File: src/rtl/alu_pkg.sv
// ----------------------------------------------------------------------------
// alu_pkg
// Shared definitions for the ALU result stage:
//   - the 12 one-hot opcode select constants (bit 11 = CLEAR)
//   - flag bit indices inside the 4-bit {ERR,CLR,N,Z} flag word
//   - the packed flags struct
// ----------------------------------------------------------------------------
package alu_pkg;

   localparam int unsigned NUM_OPS = 12;

   localparam logic [NUM_OPS-1:0] OP_AND     = 12'h001;
   localparam logic [NUM_OPS-1:0] OP_OR      = 12'h002;
   localparam logic [NUM_OPS-1:0] OP_XOR     = 12'h004;
   localparam logic [NUM_OPS-1:0] OP_NOR     = 12'h008;
   localparam logic [NUM_OPS-1:0] OP_NAND    = 12'h010;
   localparam logic [NUM_OPS-1:0] OP_XNOR    = 12'h020;
   localparam logic [NUM_OPS-1:0] OP_NOT     = 12'h040;
   localparam logic [NUM_OPS-1:0] OP_ADD     = 12'h080;
   localparam logic [NUM_OPS-1:0] OP_SUB     = 12'h100;
   localparam logic [NUM_OPS-1:0] OP_SHRIGHT = 12'h200;
   localparam logic [NUM_OPS-1:0] OP_SHLEFT  = 12'h400;
   localparam logic [NUM_OPS-1:0] OP_CLEAR   = 12'h800;

   localparam int unsigned OP_CLEAR_BIT = 11;

   // Flag bit positions within the 4-bit flag word
   localparam int unsigned FLAG_Z   = 0;
   localparam int unsigned FLAG_N   = 1;
   localparam int unsigned FLAG_CLR = 2;
   localparam int unsigned FLAG_ERR = 3;

   // Packed MSB-first, so err lands on bit 3 and z on bit 0
   typedef struct packed {
      logic err;
      logic clr;
      logic n;
      logic z;
   } alu_flags_t;

endpackage

File: src/rtl/alu_out_fifo.sv
// ----------------------------------------------------------------------------
// alu_out_fifo
// In-order FIFO of DEPTH entries (DEPTH = 2 or 4), WIDTH bits each.
// Head entry is presented combinationally on dout_o; when empty, dout_o holds
// the last entry that was popped (0 after reset).
// Ports:
//   clk, rst_n      clock, asynchronous active-low reset
//   push_i, din_i   write request / data (ignored when full)
//   pop_i           read request (ignored when empty)
//   full_o, empty_o occupancy status, from registered state only
//   dout_o          head entry
// ----------------------------------------------------------------------------
module alu_out_fifo #(
   parameter int unsigned DEPTH = 2,
   parameter int unsigned WIDTH = 20
) (
   input  logic             clk,
   input  logic             rst_n,
   input  logic             push_i,
   input  logic [WIDTH-1:0] din_i,
   input  logic             pop_i,
   output logic             full_o,
   output logic             empty_o,
   output logic [WIDTH-1:0] dout_o
);

   localparam int unsigned PW = (DEPTH > 1) ? $clog2(DEPTH) : 1;
   localparam int unsigned CW = $clog2(DEPTH + 1);

   logic [WIDTH-1:0] mem_q [DEPTH];
   logic [PW-1:0]    wr_ptr_q, wr_ptr_d;
   logic [PW-1:0]    rd_ptr_q, rd_ptr_d;
   logic [CW-1:0]    count_q, count_d;
   logic [WIDTH-1:0] last_q;
   logic             do_push, do_pop;

   assign full_o  = (count_q == CW'(DEPTH));
   assign empty_o = (count_q == '0);
   assign do_push = push_i && !full_o;
   assign do_pop  = pop_i && !empty_o;

   assign dout_o = empty_o ? last_q : mem_q[rd_ptr_q];

   always_comb begin
      wr_ptr_d = wr_ptr_q;
      rd_ptr_d = rd_ptr_q;
      count_d  = count_q;
      if (do_push) begin
         wr_ptr_d = (wr_ptr_q == PW'(DEPTH - 1)) ? '0 : wr_ptr_q + 1'b1;
      end
      if (do_pop) begin
         rd_ptr_d = (rd_ptr_q == PW'(DEPTH - 1)) ? '0 : rd_ptr_q + 1'b1;
      end
      if (do_push && !do_pop) begin
         count_d = count_q + 1'b1;
      end else if (do_pop && !do_push) begin
         count_d = count_q - 1'b1;
      end
   end

   always_ff @(posedge clk or negedge rst_n) begin
      if (!rst_n) begin
         wr_ptr_q <= '0;
         rd_ptr_q <= '0;
         count_q  <= '0;
         last_q   <= '0;
         for (int unsigned i = 0; i < DEPTH; i++) begin
            mem_q[i] <= '0;
         end
      end else begin
         wr_ptr_q <= wr_ptr_d;
         rd_ptr_q <= rd_ptr_d;
         count_q  <= count_d;
         if (do_push) begin
            mem_q[wr_ptr_q] <= din_i;
         end
         // Remember the departing head so the output holds it once empty
         if (do_pop) begin
            last_q <= mem_q[rd_ptr_q];
         end
      end
   end

endmodule

File: src/rtl/alu_result_stage.sv
// ----------------------------------------------------------------------------
// alu_result_stage
// Captures the ALU mux result, updates the accumulator fed back as operand A,
// generates {ERR,CLR,N,Z} flags and queues {data,flags} in an output FIFO.
// Ports:
//   clk, rst_n                    clock, asynchronous active-low reset
//   in_valid, in_ready            input handshake (in_ready = FIFO not full)
//   sel[11:0], res[W-1:0]         one-hot opcode and ALU mux result
//   acc[W-1:0]                    accumulator
//   out_valid, out_ready          output handshake
//   out_data[W-1:0], out_flags[3:0] head entry, flags = {ERR,CLR,N,Z}
//   err_sticky, err_clr           latched illegal-opcode flag and its clear
//   op_count[15:0], err_count[7:0] saturating counters, only when
//                                 ALU_RESULT_STATS_EN is defined
// ----------------------------------------------------------------------------
module alu_result_stage
   import alu_pkg::*;
#(
   parameter int unsigned DEPTH = 2,
   parameter int unsigned W     = 16
) (
   input  logic           clk,
   input  logic           rst_n,
   input  logic           in_valid,
   output logic           in_ready,
   input  logic [11:0]    sel,
   input  logic [W-1:0]   res,
   output logic [W-1:0]   acc,
   output logic           out_valid,
   input  logic           out_ready,
   output logic [W-1:0]   out_data,
   output logic [3:0]     out_flags,
`ifdef ALU_RESULT_STATS_EN
   output logic [15:0]    op_count,
   output logic [7:0]     err_count,
`endif
   output logic           err_sticky,
   input  logic           err_clr
);

   function automatic logic is_onehot(input logic [11:0] v);
      return (v != '0) && ((v & (v - 12'd1)) == '0);
   endfunction

   logic [W-1:0]   acc_q, acc_d;
   logic           err_q, err_d;
   logic           accept, legal;
   logic           fifo_full, fifo_empty;
   alu_flags_t     push_flags;
   logic [W-1:0]   push_data;
   logic [W+3:0]   fifo_head;

   assign legal  = is_onehot(sel);
   assign accept = in_valid && in_ready;

   always_comb begin
      push_flags = '0;
      push_data  = acc_q;
      acc_d      = acc_q;
      if (!legal) begin
         push_flags.err = 1'b1;
         push_flags.n   = acc_q[W-1];
         push_flags.z   = (acc_q == '0);
      end else if (sel[OP_CLEAR_BIT]) begin
         acc_d          = '0;
         push_data      = '0;
         push_flags.clr = 1'b1;
         push_flags.z   = 1'b1;
      end else begin
         acc_d          = res;
         push_data      = res;
         push_flags.n   = res[W-1];
         push_flags.z   = (res == '0);
      end
   end

   // Illegal accept takes priority over a same-cycle clear
   always_comb begin
      err_d = err_q;
      if (accept && !legal) begin
         err_d = 1'b1;
      end else if (err_clr) begin
         err_d = 1'b0;
      end
   end

   always_ff @(posedge clk or negedge rst_n) begin
      if (!rst_n) begin
         acc_q <= '0;
         err_q <= 1'b0;
      end else begin
         if (accept) begin
            acc_q <= acc_d;
         end
         err_q <= err_d;
      end
   end

   alu_out_fifo #(
      .DEPTH (DEPTH),
      .WIDTH (W + 4)
   ) u_fifo (
      .clk     (clk),
      .rst_n   (rst_n),
      .push_i  (accept),
      .din_i   ({push_data, push_flags}),
      .pop_i   (out_ready),
      .full_o  (fifo_full),
      .empty_o (fifo_empty),
      .dout_o  (fifo_head)
   );

   assign in_ready   = !fifo_full;
   assign out_valid  = !fifo_empty;
   assign out_data   = fifo_head[W+3:4];
   assign out_flags  = fifo_head[3:0];
   assign acc        = acc_q;
   assign err_sticky = err_q;

`ifdef ALU_RESULT_STATS_EN
   logic [15:0] op_cnt_q;
   logic [7:0]  err_cnt_q;

   always_ff @(posedge clk or negedge rst_n) begin
      if (!rst_n) begin
         op_cnt_q  <= '0;
         err_cnt_q <= '0;
      end else if (accept) begin
         if (op_cnt_q != '1) begin
            op_cnt_q <= op_cnt_q + 16'd1;
         end
         if (!legal && (err_cnt_q != '1)) begin
            err_cnt_q <= err_cnt_q + 8'd1;
         end
      end
   end

   assign op_count  = op_cnt_q;
   assign err_count = err_cnt_q;
`endif

endmodule

File: config.mk
export PLATFORM = sky130hd
export DESIGN_NAME = alu_result_stage
export DESIGN_NICKNAME = d
export VERILOG_FILES = /design/src/rtl/alu_pkg.sv /design/src/rtl/alu_out_fifo.sv /design/src/rtl/alu_result_stage.sv
export SDC_FILE = /design/constraint.sdc
export NUM_CORES = 1
export LEC_CHECK = 0
export BUFFER_PORTS_ARGS = -buffer_cell sky130_fd_sc_hd__clkbuf_2
export CORE_MARGIN = 3
export CORE_UTILIZATION = 55
export CTS_CLUSTER_DIAMETER = 60
export DETAILED_ROUTE_END_ITERATION = 12
export GPL_TIMING_DRIVEN = 0
export PLACE_DENSITY = 0.79
export SLEW_MARGIN = 20
export SYNTH_ARGS = -nofsm -noshare
export SYNTH_HDL_FRONTEND = slang
export SYNTH_SLANG_ARGS = --single-unit
File: constraint.sdc
create_clock -name clk -period 4.55 [get_ports clk]
set_clock_uncertainty 0.15 [all_clocks]
set_input_delay 0.91 -clock clk [delete_from_list [all_inputs] [get_ports clk]]
set_output_delay 0.91 -clock clk [all_outputs]
set_load 0.1 [all_outputs]
==> flow_summary.toml, run 1 <==
[run_status]
outcome = "complete, no violations"

[clock_tree]
post-cts-setup-buffers = 0
cts_buffer_depth = 2
post_cts_resized = 0
root_buffer = "clkbuf_8"
hold_buffers = 0
htree_levels = 3
cts_tree = "done"
clock_sinks = 78
insertion_delay_ns = 0.36
cts_buffers = 9
clk_pin_slew_ns = 0.08

[yosys]
synth_top_area_cell = "dfrtp_1"
syn_nets = 474
synth_area_um2 = 4150
ys_seq_area_share_pct = 47.1
syn_inst = 440
yosys-top-cells-area = "dfrtp_1, nand2_1, o311ai_0"
synth_seq_cells = 78
synth.distinct_cells = 38
avgSynthCellArea_um2 = 9.42
ys_warn_count = 0
async_flop_share_pct = 100
ys.flop_type = "dfrtp_1"
synth_top_area_share_pct = 47.1
synth-edff-count = 0

[worst_setup_path]
slowest_stage = "clkbuf_2"
cp_slowest_stage_delay_ns = 0.44
cp-end-kind = "output pin"
cp-start-kind = "register"
crit_arrival_ns = 2.51
critical_path.most_common_cell = "clkbuf_1"
critPathMaxFanout = 10
path_buf_inv = 5
crit_chain = "or2_2, clkbuf_1, clkbuf_1, clkbuf_1, a21oi_1, buf_4, clkbuf_2"
crit_family = "buffers and inverters"
path_class = "register to output pin"
cp_data_required_time_ns = 3.49

[floorplan]
initial_core_util_pct = 56.8
dieArea_um2 = 8610
ios = 72
fp.dieH_um = 92.8
rows = 31
core_um2 = 7290
die_x_um = 92.8

[final_layout]
antenna_cells = 0
nets = 557
utilization_pct = 67.0
area_growth_pct = 17.9
drive_above_1_share_pct = 21.8
finalNonFillerCells = 627

[global_route]
antenna_found_initial = 0
grt_max_degree = 41
gr-total-overflow = 0
grt_util_all_layers_pct = 27.2
grt_pass1_wl_um = 18300
first_global_vias = 3669

[detailed_routing]
drt-met1-wl_um = 4950
wl_met2_um = 5290
drc = 0
postRouteAntennaNets = 0
post_drt_wl_per_cell_um = 17.9
drtIter0Drc = 305
wirelength_um = 11200
viasPerCell = 6.01
top_layer_used = "met4"
met3WireLength_um = 831
vias = 3767
drt_first_pass_iters = 5

[sta]
finalSetupViolCount = 0
max_slew_margin_pct = 44.6
maxClockFrequency_mhz = 280
finalMaxSlewViolations = 0
hold_violations = 0
min_period_ns = 3.57
rsz0062_at_grt = "no"
finalSetupTns_ns = 0
tightestPinTransition_ns = 0.808
period_share_pct = 78.4

[place]
numPortBuffers = 71
dp_hpwl_um = 8100
gp_congestion = 0.907
place_inst = 611

[pwr]
p_leak_nw = 2.16
ir_drop_uv = 275
cellPowerDensity_nw_per_um2 = 625

[run]
cap_violations = 0

[min_path]
hold_class = "register to register"
synthesized netlist by cell type (3+ instances only):
cell and count:
xor2_1 3, o311ai_0 32, a21oi_1 20, o21ai_0 23, nor2_1 26, nor2b_1 16, o211ai_1 32, o31ai_1 3
clkbuf_1 33, mux2i_1 20, dfrtp_1 78, mux2_2 16, nor4_1 9, nand2_1 95, buf_6 4
worst register-to-register path: cells and delay by family, from the launching register on:
family	cells	cell delay [ns]
AO/OA/AOI/OAI	2	0.42
buffers and inverters	1	0.41
flip-flops	1	0.41
AND/OR/NAND/NOR	3	0.84
path summary, 6_finish.rpt:
| check | from | end | slack (ns) | depth (start not counted) |
|---|---|---|---|---|
| min in group asynchronous | rst_n | u_fifo.last_q[14] | 0.40 | 1 |
| max in group asynchronous | rst_n | u_fifo.mem_q[11] | 3.25 | 2 |
| max | u_fifo.count_q[0] | out_flags[1] | 0.98 | 7 |
| min | u_fifo.last_q[10] | u_fifo.last_q[10] | 0.33 | 2 |
| max reg2reg | u_fifo.count_q[0] | u_fifo.mem_q[30] | 2.25 | 6 |
| min reg2reg | u_fifo.last_q[10] | u_fifo.last_q[10] | 0.33 | 2 |
report_power, final:
part	total, mW	internal (mW)	switching [mW]
Sequential	0.814	0.766	0.0478
Clock	0.606	0.339	0.267
Combinational	1.64	0.286	1.35
state kept, by name, indices dropped and copies added (netlist names):
| register | count |
|---|---|
| u_fifo.mem_q | 38 |
| u_fifo.last_q | 19 |
| acc | 16 |
| u_fifo.count_q | 2 |
| err_sticky | 1 |
| u_fifo.rd_ptr_q | 1 |
| u_fifo.wr_ptr_q | 1 |
cells by family (layout without fill, tap and decap cells):
| group | after synthesis | in the layout | share of synthesized area [%] |
|---|---|---|---|
| compound gates | 117 | 117 | 19.7 |
| xor+xnor | 5 | 5 | 1.06 |
| fa+ha+maj | 2 | 2 | 0.543 |
| buf+inv | 41 | 129 | 4.56 |
| flops | 78 | 78 | 47.1 |
| mux | 36 | 36 | 9.18 |
| simple gates | 161 | 161 | 17.9 |
metal layers:
layer	up-vias	GRT usage, %
met5	-	0
met3	21	5.85
met4	0	10.9
li1	1773	-
met2	165	41.8
met1	1808	37.7
area by class of cell:
cell class	count	area (um^2)
inverters	2	7.51
well taps	99	124
repair buffers	72	378
multi-input cells	321	2010
clock buffers	11	151
flip-flops and latches	78	1950
plain buffers	39	181
fillers	629	2400
clock inverters	5	81.3
cells in the final DEF, fill, tap and decap left out, types with 2 or more instances in the layout:
master / netlist / routed
nand2_1: 95 / 95
dfrtp_1: 78 / 78
clkbuf_2: 0 / 70
clkbuf_1: 33 / 33
o311ai_0: 32 / 32
o211ai_1: 32 / 32
nor2_1: 26 / 26
o21ai_0: 23 / 23
mux2i_1: 20 / 20
a21oi_1: 20 / 20
nor2b_1: 16 / 16
mux2_2: 16 / 16
clkbuf_8: 0 / 11
nor4_1: 9 / 9
buf_6: 4 / 4
xor2_1: 3 / 3
o31ai_1: 3 / 3
inv_1: 2 / 2
nor4_4: 2 / 2
or3_1: 2 / 2
a2111oi_0: 2 / 2
nor3_1: 2 / 2
o311ai_1: 2 / 2
xnor2_1: 2 / 2
bufinv_16: 0 / 2
per-stage QoR:
| stage | worst slack (ns) | power, mW | hold WS [ns] | cell area (um^2) |
|---|---|---|---|---|
| 2_1_floorplan | 0.292 | 2.19 | 0.299 | 4150 |
| 3_3_place_gp | 0.998 | 2.43 | 0.310 | 4620 |
| 3_5_place_dp | 0.943 | 2.45 | 0.321 | 4650 |
| 4_1_cts | 0.977 | 3.05 | 0.339 | 4880 |
| 5_1_grt | 0.815 | 3.18 | 0.363 | 4890 |
| 6_report | 0.983 | 3.06 | 0.333 | 4890 |
No activity file was read; power rests on OpenSTA's default activity.
==> run 2, diff against run 1 <==
clock period = 3.3 ns   (was 4.55 ns; I/O delays follow)
==> run 2 against run 1 <==
Against the previous run:
- sequential share of layout area down 0.082 points
- hold slack got worse by 0.15 ns
- clock power is 11% higher
- register-to-register slack worse by 1.2 ns
==> flow_summary.toml, run 2 (synthesis results as in run 1) <==
[worst_setup_path]
path_buf_inv = 4
critical_path.most_common_cell = "clkbuf_1"
crit_arrival_ns = 2.33
path_class = "register to output pin"
crit_family = "buffers and inverters"
cp-end-kind = "output pin"
critPathMaxFanout = 10
cp_slowest_stage_delay_ns = 0.47
cp_data_required_time_ns = 2.49
cp-start-kind = "register"
slowest_stage = "clkbuf_2"
crit_chain = "or2_2, clkbuf_1, clkbuf_1, buf_2, a21oi_2, clkbuf_2"

[floorplan]
core_um2 = 7290
dieArea_um2 = 8610
fp.dieH_um = 92.8
rows = 31
ios = 72
initial_core_util_pct = 56.8
die_x_um = 92.8

[final_layout]
largest_reg_flops = 38
finalNonFillerCells = 627
drive_above_1_share_pct = 24.8
area_growth_pct = 18.1
final_area_um2 = 4900
nets = 557
antenna_cells = 0
largest-register = "u_fifo.mem_q"
utilization_pct = 67.2
layout_commonest_cell = "nand2_1"
most-common-layout-cells = "nand2_1, dfrtp_1, clkbuf_2"

[pwr]
ir_drop_uv = 424
p_leak_nw = 2.15
cellPowerDensity_nw_per_um2 = 841

[min_path]
hold_class = "input pin to async pin"

[sta]
maxClockFrequency_mhz = 319
min_period_ns = 3.14
fin_ws_ns = 0.165
finalMaxSlewViolations = 0
hold_violations = 0
rsz0062_at_grt = "no"
period_share_pct = 95.0
tightestPinTransition_ns = 0.829
finalSetupViolCount = 0
max_slew_margin_pct = 43.2

[clock_tree]
insertion_delay_ns = 0.35
post_cts_resized = 2
hold_buffers = 0
cts_buffer_depth = 2
cts_tree = "done"
htree_levels = 3
root_buffer = "clkbuf_8"
cts_buffers = 9
clock_sinks = 78
post-cts-setup-buffers = 0
clk_pin_slew_ns = 0.08

[place]
numPortBuffers = 71
gp_congestion = 0.918
dpl_cell_area_um2 = 4710
dp_hpwl_um = 8210
place_inst = 611
place_ws_ns = -0.0818

[detailed_routing]
drt-met1-wl_um = 4930
top_layer_used = "met4"
post_drt_wl_per_cell_um = 17.6
drt_first_pass_iters = 5
vias = 3786
drc = 0
viasPerCell = 6.04
wl_met2_um = 5130
postRouteAntennaNets = 0
drtIter0Drc = 300
met3WireLength_um = 785
wirelength_um = 11000

[global_route]
grt_util_all_layers_pct = 26.9
gr-total-overflow = 0
grt_max_degree = 44
antenna_found_initial = 0
first_global_vias = 3625
grt_pass1_wl_um = 18300

[run]
cap_violations = 0

[run_status]
outcome = "complete, no violations"
[run 2: changes by cell type in the layout (fill, tap and decap cells not counted), moves of 2 or more]
| cell | delta |
|---|---|
| a21oi_1 | -14 |
| clkbuf_4 | +2 |
| clkinv_2 | +2 |
| a21oi_2 | +14 |
| clkbuf_1 | -2 |
| bufinv_16 | -2 |
[run 2: final timing paths]
check | endpoint | slack [ns] | from | depth (start not counted)
max in group asynchronous | u_fifo.last_q[6] | 2.21 | rst_n | 2
min reg2reg | u_fifo.mem_q[23] | 0.33 | u_fifo.mem_q[23] | 2
min | u_fifo.last_q[14] | 0.18 | rst_n | 1
min in group clk | u_fifo.mem_q[23] | 0.33 | u_fifo.mem_q[23] | 2
max reg2reg | u_fifo.mem_q[30] | 1.01 | u_fifo.count_q[0] | 6
max | out_data[4] | 0.16 | u_fifo.count_q[0] | 6
[run 2: worst register-to-register path: stages, from the launching register on]
cell      delay (ns)
dfrtp_1         0.41
nand2b_1        0.22
nand2_1         0.23
nor2_1          0.39
clkbuf_1        0.41
o311ai_0        0.26
o211ai_1        0.14
[run 2: final cells by class]
class	instances	area, um^2
Fill cell	655	2390
Multi-Input combinational cell	321	2060
Sequential cell	78	1950
Timing Repair Buffer	72	383
Buffer	39	184
Clock buffer	11	151
Tap cell	99	124
Clock inverter	5	31.3
Inverter	2	7.51
[run 2: through the flow]
stage / hold slack [ns] / setup TNS (ns) / power (mW)
3_5_place_dp: 0.321 / -1.71 / 3.45
4_1_cts: 0.202 / 0 / 4.12
2_1_floorplan: 0.214 / -1.99 / 3.08
6_report: 0.182 / 0 / 4.12
5_1_grt: 0.222 / 0 / 4.30
3_3_place_gp: 0.311 / -0.657 / 3.42
[run 2: layer usage]
layer | vias to the layer above | global-route usage [%]
met4 | 0 | 9.65
met3 | 21 | 4.06
met1 | 1821 | 38.4
li1 | 1778 | -
met5 | - | 0
met2 | 166 | 41.7
[run 2: where the power goes]
group | switching [mW] | internal (mW) | total [mW]
Sequential | 0.0635 | 1.06 | 1.12
Combinational | 1.90 | 0.430 | 2.33
Clock | 0.358 | 0.313 | 0.671
